**src/rtl/bus_dma_copy.sv**
```systemverilog
// rtl/bus_dma_copy.sv - chunked block copy engine over the single-port memory bus
module bus_dma_copy #(
   parameter int BURST     = 4,
   parameter int LEN_WIDTH = 16
) (
   input  logic                 clk,
   input  logic                 rst_n,
   input  logic                 start,
   input  logic [31:0]          src_addr,
   input  logic [31:0]          dst_addr,
   input  logic [LEN_WIDTH-1:0] len,
   output logic                 busy,
   output logic                 done,
   output logic                 err,
   output logic [31:0]          err_addr,
   output logic                 m_enable,
   output logic                 m_wr_en,
   output logic [31:0]          m_addr,
   output logic [31:0]          m_wdata,
   output logic [3:0]           m_be,
   input  logic [31:0]          m_rdata,
   input  logic                 m_err
);

   localparam logic [2:0] S_IDLE  = 3'd0;
   localparam logic [2:0] S_CHECK = 3'd1;
   localparam logic [2:0] S_RD    = 3'd2;
   localparam logic [2:0] S_RGAP  = 3'd3;
   localparam logic [2:0] S_WR    = 3'd4;
   localparam logic [2:0] S_WGAP  = 3'd5;
   localparam logic [2:0] S_FIN   = 3'd6;

   // Beat counter must reach BURST+2 (read latency tail); chunk size reaches BURST.
   localparam int CW = 6;
   localparam int IW = (BURST > 1) ? $clog2(BURST) : 1;

   logic [2:0]           state_q;
   logic [31:0]          src_q;
   logic [31:0]          dst_q;
   logic [LEN_WIDTH-1:0] rem_q;
   logic [CW-1:0]        chunk_q;
   logic [CW-1:0]        cnt_q;
   logic [31:0]          data_buf [BURST];

   logic [31:0]          src_nxt;
   logic [31:0]          dst_nxt;
   logic [LEN_WIDTH-1:0] rem_nxt;
   logic                 cap_en;
   logic [IW-1:0]        cap_idx;

   // Words in the next chunk: the full buffer, or whatever is left.
   function automatic logic [CW-1:0] chunk_of(input logic [LEN_WIDTH-1:0] r);
      if (r >= LEN_WIDTH'(BURST)) begin
         return CW'(BURST);
      end
      return CW'(r);
   endfunction

   // Byte enables never vary: every beat moves a full word.
   assign m_be = 4'b1111;

   // Addresses and count after the current chunk retires; addition wraps mod 2^32.
   always_comb begin
      src_nxt = src_q + {{(32-CW-2){1'b0}}, chunk_q, 2'b00};
      dst_nxt = dst_q + {{(32-CW-2){1'b0}}, chunk_q, 2'b00};
      rem_nxt = rem_q - LEN_WIDTH'(chunk_q);
   end

   // Read beats land from the third cycle of the read burst onward.
   always_comb begin
      cap_en  = (state_q == S_RD) && (cnt_q >= CW'(3));
      cap_idx = IW'(cnt_q - CW'(3));
   end

   // Chunk buffer: plain storage, no reset needed.
   always_ff @(posedge clk) begin
      if (cap_en) begin
         data_buf[cap_idx] <= m_rdata;
      end
   end

   // Control FSM and registered bus outputs.
   always_ff @(posedge clk or negedge rst_n) begin
      if (!rst_n) begin
         state_q  <= S_IDLE;
         src_q    <= '0;
         dst_q    <= '0;
         rem_q    <= '0;
         chunk_q  <= '0;
         cnt_q    <= '0;
         busy     <= 1'b0;
         done     <= 1'b0;
         err      <= 1'b0;
         err_addr <= '0;
         m_enable <= 1'b0;
         m_wr_en  <= 1'b0;
         m_addr   <= '0;
         m_wdata  <= '0;
      end else begin
         done <= 1'b0;
         if (m_enable && m_err) begin
            // Abort the burst at once and report its base address.
            m_enable <= 1'b0;
            m_wr_en  <= 1'b0;
            err      <= 1'b1;
            err_addr <= m_wr_en ? dst_q : src_q;
            state_q  <= S_FIN;
         end else begin
            case (state_q)
               S_IDLE: begin
                  if (start) begin
                     src_q   <= src_addr;
                     dst_q   <= dst_addr;
                     rem_q   <= len;
                     err     <= 1'b0;
                     busy    <= 1'b1;
                     state_q <= S_CHECK;
                  end
               end
               S_CHECK: begin
                  if (src_q[1:0] != 2'b00) begin
                     err_addr <= src_q;
                     err      <= 1'b1;
                     state_q  <= S_FIN;
                  end else if (dst_q[1:0] != 2'b00) begin
                     err_addr <= dst_q;
                     err      <= 1'b1;
                     state_q  <= S_FIN;
                  end else if (rem_q == '0) begin
                     state_q  <= S_FIN;
                  end else begin
                     chunk_q  <= chunk_of(rem_q);
                     cnt_q    <= '0;
                     state_q  <= S_RD;
                  end
               end
               S_RD: begin
                  // cnt_q counts edges since enable rose; the address stays put
                  // because the responder advances its own offset.
                  if (cnt_q == '0) begin
                     m_enable <= 1'b1;
                     m_wr_en  <= 1'b0;
                     m_addr   <= src_q;
                     cnt_q    <= CW'(1);
                  end else if (cnt_q == chunk_q + CW'(2)) begin
                     m_enable <= 1'b0;
                     state_q  <= S_RGAP;
                  end else begin
                     cnt_q    <= cnt_q + CW'(1);
                  end
               end
               S_RGAP: begin
                  m_enable <= 1'b1;
                  m_wr_en  <= 1'b1;
                  m_addr   <= dst_q;
                  m_wdata  <= data_buf[0];
                  cnt_q    <= CW'(1);
                  state_q  <= S_WR;
               end
               S_WR: begin
                  if (cnt_q == chunk_q) begin
                     m_enable <= 1'b0;
                     m_wr_en  <= 1'b0;
                     state_q  <= S_WGAP;
                  end else begin
                     m_wdata  <= data_buf[IW'(cnt_q)];
                     cnt_q    <= cnt_q + CW'(1);
                  end
               end
               S_WGAP: begin
                  // Retire the chunk and either open the next read burst on
                  // this same edge or finish.
                  src_q <= src_nxt;
                  dst_q <= dst_nxt;
                  rem_q <= rem_nxt;
                  if (rem_nxt != '0) begin
                     chunk_q  <= chunk_of(rem_nxt);
                     m_enable <= 1'b1;
                     m_wr_en  <= 1'b0;
                     m_addr   <= src_nxt;
                     cnt_q    <= CW'(1);
                     state_q  <= S_RD;
                  end else begin
                     done     <= 1'b1;
                     busy     <= 1'b0;
                     state_q  <= S_IDLE;
                  end
               end
               S_FIN: begin
                  done    <= 1'b1;
                  busy    <= 1'b0;
                  state_q <= S_IDLE;
               end
               default: begin
                  state_q <= S_IDLE;
               end
            endcase
         end
      end
   end

endmodule

```
**config.mk**
```make
export PLATFORM = sky130hd
export DESIGN_NAME = bus_dma_copy
export DESIGN_NICKNAME = d
export VERILOG_FILES = /design/src/rtl/bus_dma_copy.sv
export SDC_FILE = /design/constraint.sdc
export NUM_CORES = 1
export LEC_CHECK = 0
export ABC_AREA = 1
export ABC_CLOCK_PERIOD_IN_PS = 3200
export CORE_ASPECT_RATIO = 1.4
export CORE_MARGIN = 4
export CORE_UTILIZATION = 45
export CTS_CLUSTER_SIZE = 10
export DETAILED_ROUTE_END_ITERATION = 12
export HOLD_SLACK_MARGIN = 0.15
export MAX_ROUTING_LAYER = met4
export PLACE_DENSITY_LB_ADDON = 0.08
export SYNTH_ARGS = -nofsm -noshare
export SYNTH_HDL_FRONTEND = slang
export SYNTH_SLANG_ARGS = --single-unit
```
**constraint.sdc**
```tcl
create_clock -name clk -period 3.2 [get_ports clk]
set_input_delay 0.64 -clock clk [delete_from_list [all_inputs] [get_ports clk]]
set_output_delay 0.64 -clock clk [all_outputs]
set_load 0.1 [all_outputs]
```
==> run summary <==
The run finished with clean final reports. The CTS tree is built. The number of H-tree levels came out at 2. After synthesis, the cell types taking the most area are dfrtp_1 (29%), edfxtp_1 (23%), nand2_1 (8.5%). The post-placement setup slack came out at 0.2459 ns. The transition time of the tightest slew-check pin is 0.8015 ns. The post-detailed-route wirelength per cell is 21.10 µm.

Routability-driven placement finished with a final weighted congestion of 0.9573. The unique cell type count in the Yosys netlist came out at 51. The top-area cell type share of the netlist area came out at 28.76%. The max-cap violation count is 0. The relative max-transition margin came out at 46.51%. The utilization of the core after routing came out at 55.41%. The floorplan has 84 rows.

The number of clock buffers added by TritonCTS is 39. The final max-slew violation count is 0. The maximum number of buffers from clock root to sink is 3. The total design power came out at 25.50 mW. The final setup skew came out at 0.01162 ns. The DRC violations left is 0. In this run the power spent charging and discharging nets is 13.90 mW. The worst setup path is of the register to register kind.

Summing every instance area after synthesis gives 0.01706 mm². The TritonCTS sink count came out at 324. The total power per unit cell area came out at 1226 mW/mm².

The final layout net count came out at 2347. The number of buffers added on ports is 216. The maximum number of pins on one net before global-route repair came out at 89.

The final setup TNS came out at 0 ns. For this block, the routed nets add up to 57.00 mm of wire. Sequential cells were found to cover 51.29% of the synthesized design area.

After layout, the worst path uses 89.74% of the clock period. The x dimension of the die came out at 172.5 µm. For this run, the leading register cell type out of synthesis is dfrtp_1. The pre-antenna-repair detailed-routing pass consisted of 6 iterations. By count the netlist is led by nand2_1 (385), a21oi_1 (208), dfrtp_1 (196), o21ai_0 (181), nor2_1 (166). The count of nets left with antenna violations once routing finished came out at 0. For this design, the slowest cell found on the critical path is dfrtp_1. STA puts the critical path data arrival time at 3.33 ns.

After technology mapping, the gate count stands at 1985. The estimated wirelength of the detail-placed design is 40.86 mm. The share of final-layout standard cells stronger than drive strength 1 came out at 12.93%. The worst setup path is captured at a register. The cell sitting at the root of the clock tree is a clkbuf_16.

The placeable core region is 0.03752 mm². The switching fraction of total power is 54.50%. For this run, asynchronously set or reset flops after synthesis account for 60.49%.

The combinational share of power is 57.2%. Counting flops with a built-in enable in the synthesized netlist gives 128. Global routing consumed, over all layers together, 27.73% of the routing resources. Walking the worst path, the cells encountered are buf_4, ha_1, nand2_1, nor3_1, a21oi_1, nor2_1, nand2_1, inv_1, nor2_1, o21ai_0, o211ai_1, o21ai_0. Once routing completed, OpenROAD measured the worst setup slack at 0.3282 ns. The maximum fanout count along the critical path came out at 6. Among all cell types in the netlist, the one instantiated most often is nand2_1.

In this run, the number of DRC markers left after iteration 0 of detailed routing was 1054. The I/O pin total came out at 221. The largest single stage delay on the critical path is 0.47 ns. The startpoint class of the critical path is a register.

The mean number of vias per cell is 5.596. The die area came out at 0.04113 mm². The flop and latch count out of synthesis is 324. The minimum period implied by the final worst setup slack came out at 2.872 ns. The global-route wire length before repair came out at 86.91 mm. The remaining global-route overflow is 0.

The number of antenna violations at the first check in global routing is 1. The clock slew at the register clock pins of the worst setup and hold paths came out at 0.06 ns. The worst-case IR drop observed on VDD is 0.9207 mV. The count of synthesis-stage warnings from yosys came out at 0. The timing-limited maximum frequency came out at 348.2 MHz. The number of global-route vias before repair came to 14840.

The via count came out at 15110. At the worst endpoint, the required time is 3.66 ns. A synthesized cell averages 8.593 µm². Setup violations remaining at the end of the flow were counted as 0. The clock network latency to the later pin of the worst-skew pair is 0.54 ns.

Setup repair after global routing left no endpoint under its margin. The height of the chip is 238.4 µm. The class of the tightest hold or removal check is register to register. The number of hold violations in the final report came out at 0. The starting density of the core is 45.46%. The share of total power dissipated in the clock network is 15.6%.

The proportion of power drawn by flip-flops and latches is 27.2%. The leakage power is 8.857 nW. The largest total area in the synthesized netlist belongs to dfrtp_1. Internal power comes to 11.60 mW. The growth of design area from synthesis to finish came out at 21.88%.
timing repair:
action / CTS / global route
resized for setup: 0 / 0
setup endpoints to repair: 0 / 16
hold buffers: 1 / 0
buffers inserted: 0 / 3
endpoints found under the hold margin: 46 / 0
per-layer routing:
| metal | GRT usage, % | vias up | part of all wire, % | routed length (µm) |
|---|---|---|---|---|
| met5 | - | - | 0 | 0 |
| met4 | 16.70 | 0 | 7.1 | 4036 |
| met3 | 3.788 | 140 | 4.5 | 2546 |
| met2 | 48.66 | 467 | 51 | 29320 |
| met1 | 30.02 | 7198 | 37 | 21090 |
| li1 | - | 7309 | - | - |
cells in the final DEF (no fill, tap or decap), types with 22 or more instances in the layout:
| cell type | count |
|---|---|
| nand4_1 | 29 |
| xor2_1 | 24 |
| a21oi_1 | 207 |
| buf_4 | 157 |
| clkbuf_16 | 40 |
| nor2_1 | 160 |
| inv_1 | 163 |
| o22ai_1 | 54 |
| nand2_1 | 384 |
| a31oi_1 | 38 |
| clkdlybuf4s50_1 | 114 |
| a22oi_1 | 27 |
| dfrtp_1 | 196 |
| o21ai_2 | 27 |
| o21ai_0 | 181 |
| ha_1 | 24 |
| nor3_1 | 25 |
| nand3_1 | 100 |
| edfxtp_1 | 128 |
| o211ai_1 | 22 |
area by class of cell:
class	instances	area, µm²
flip-flops and latches	324	8748
repair buffers	280	2484
clock inverters	5	38.79
multi-input cells	1387	7206
clock buffers	59	1072
fillers	3513	16730
well taps	473	591.8
diodes	1	2.502
inverters	172	645.6
kinds of logic after synthesis:
| kind of cell | after synthesis | synth area share [%] |
|---|---|---|
| xor+xnor | 28 | 1.438 |
| flops | 324 | 51.29 |
| mux | 1 | 0.05869 |
| fa+ha+maj | 27 | 2.113 |
| compound gates | 580 | 19.44 |
| other cells | 1 | 0.02199 |
| buf+inv | 277 | 6.859 |
| simple gates | 747 | 18.78 |
per-stage QoR:
stage	hold WS (ns)	std cells	instance area [µm²]
3_3_place_gp	0.4719	2632	19640
3_5_place_dp	0.4725	2632	19640
5_1_grt	0.5029	2701	20790
4_1_cts	0.4864	2697	20760
6_report	0.4820	2701	20790
2_1_floorplan	0.3444	1988	17070
worst max-delay path, delay by kind of cell, from the launching register on:
kind	cells	cell delay [ns]
DFF	1	0.47
adders and majority gates	1	0.35
AOI/OAI and AO/OA	4	0.69
buffers and inverters	2	0.35
and+or+nand+nor	5	0.93
registers in the layout, summed over array words and instances (netlist names):
| name | count |
|---|---|
| cnt_q | 6 |
| m_wdata | 32 |
| data_buf | 128 |
| err_addr | 32 |
| chunk_q | 6 |
| busy | 1 |
| m_wr_en | 1 |
| dst_q | 32 |
| m_addr | 32 |
| state_q | 3 |
| src_q | 32 |
| done | 1 |
| err | 1 |
| m_enable | 1 |
| rem_q | 16 |
power groups by stage:
stage / clock (mW) / sequential (mW) / combinational (mW)
6_report: 3.97 / 6.93 / 14.6
2_1_floorplan: 0 / 10.8 / 6.38
3_5_place_dp: 0 / 6.98 / 14.6
4_1_cts: 4.06 / 6.92 / 14.6
5_1_grt: 4.23 / 7.06 / 15.7
3_3_place_gp: 0 / 6.97 / 14.5
final timing paths:
check	startpoint	endpoint	slack (ns)	cells past startpoint
setup reg to reg	chunk_q[5]	dst_q[14]	0.33	12
setup / recovery	chunk_q[5]	dst_q[14]	0.33	12
max in group asynchronous	rst_n	m_addr[2]	1.77	3
hold / removal	m_wdata[24]	m_wdata[24]	0.48	2
min in group asynchronous	rst_n	dst_q[31]	0.64	2
hold reg to reg	m_wdata[24]	m_wdata[24]	0.48	2
Note: power is estimated with default switching activity, not from simulation.
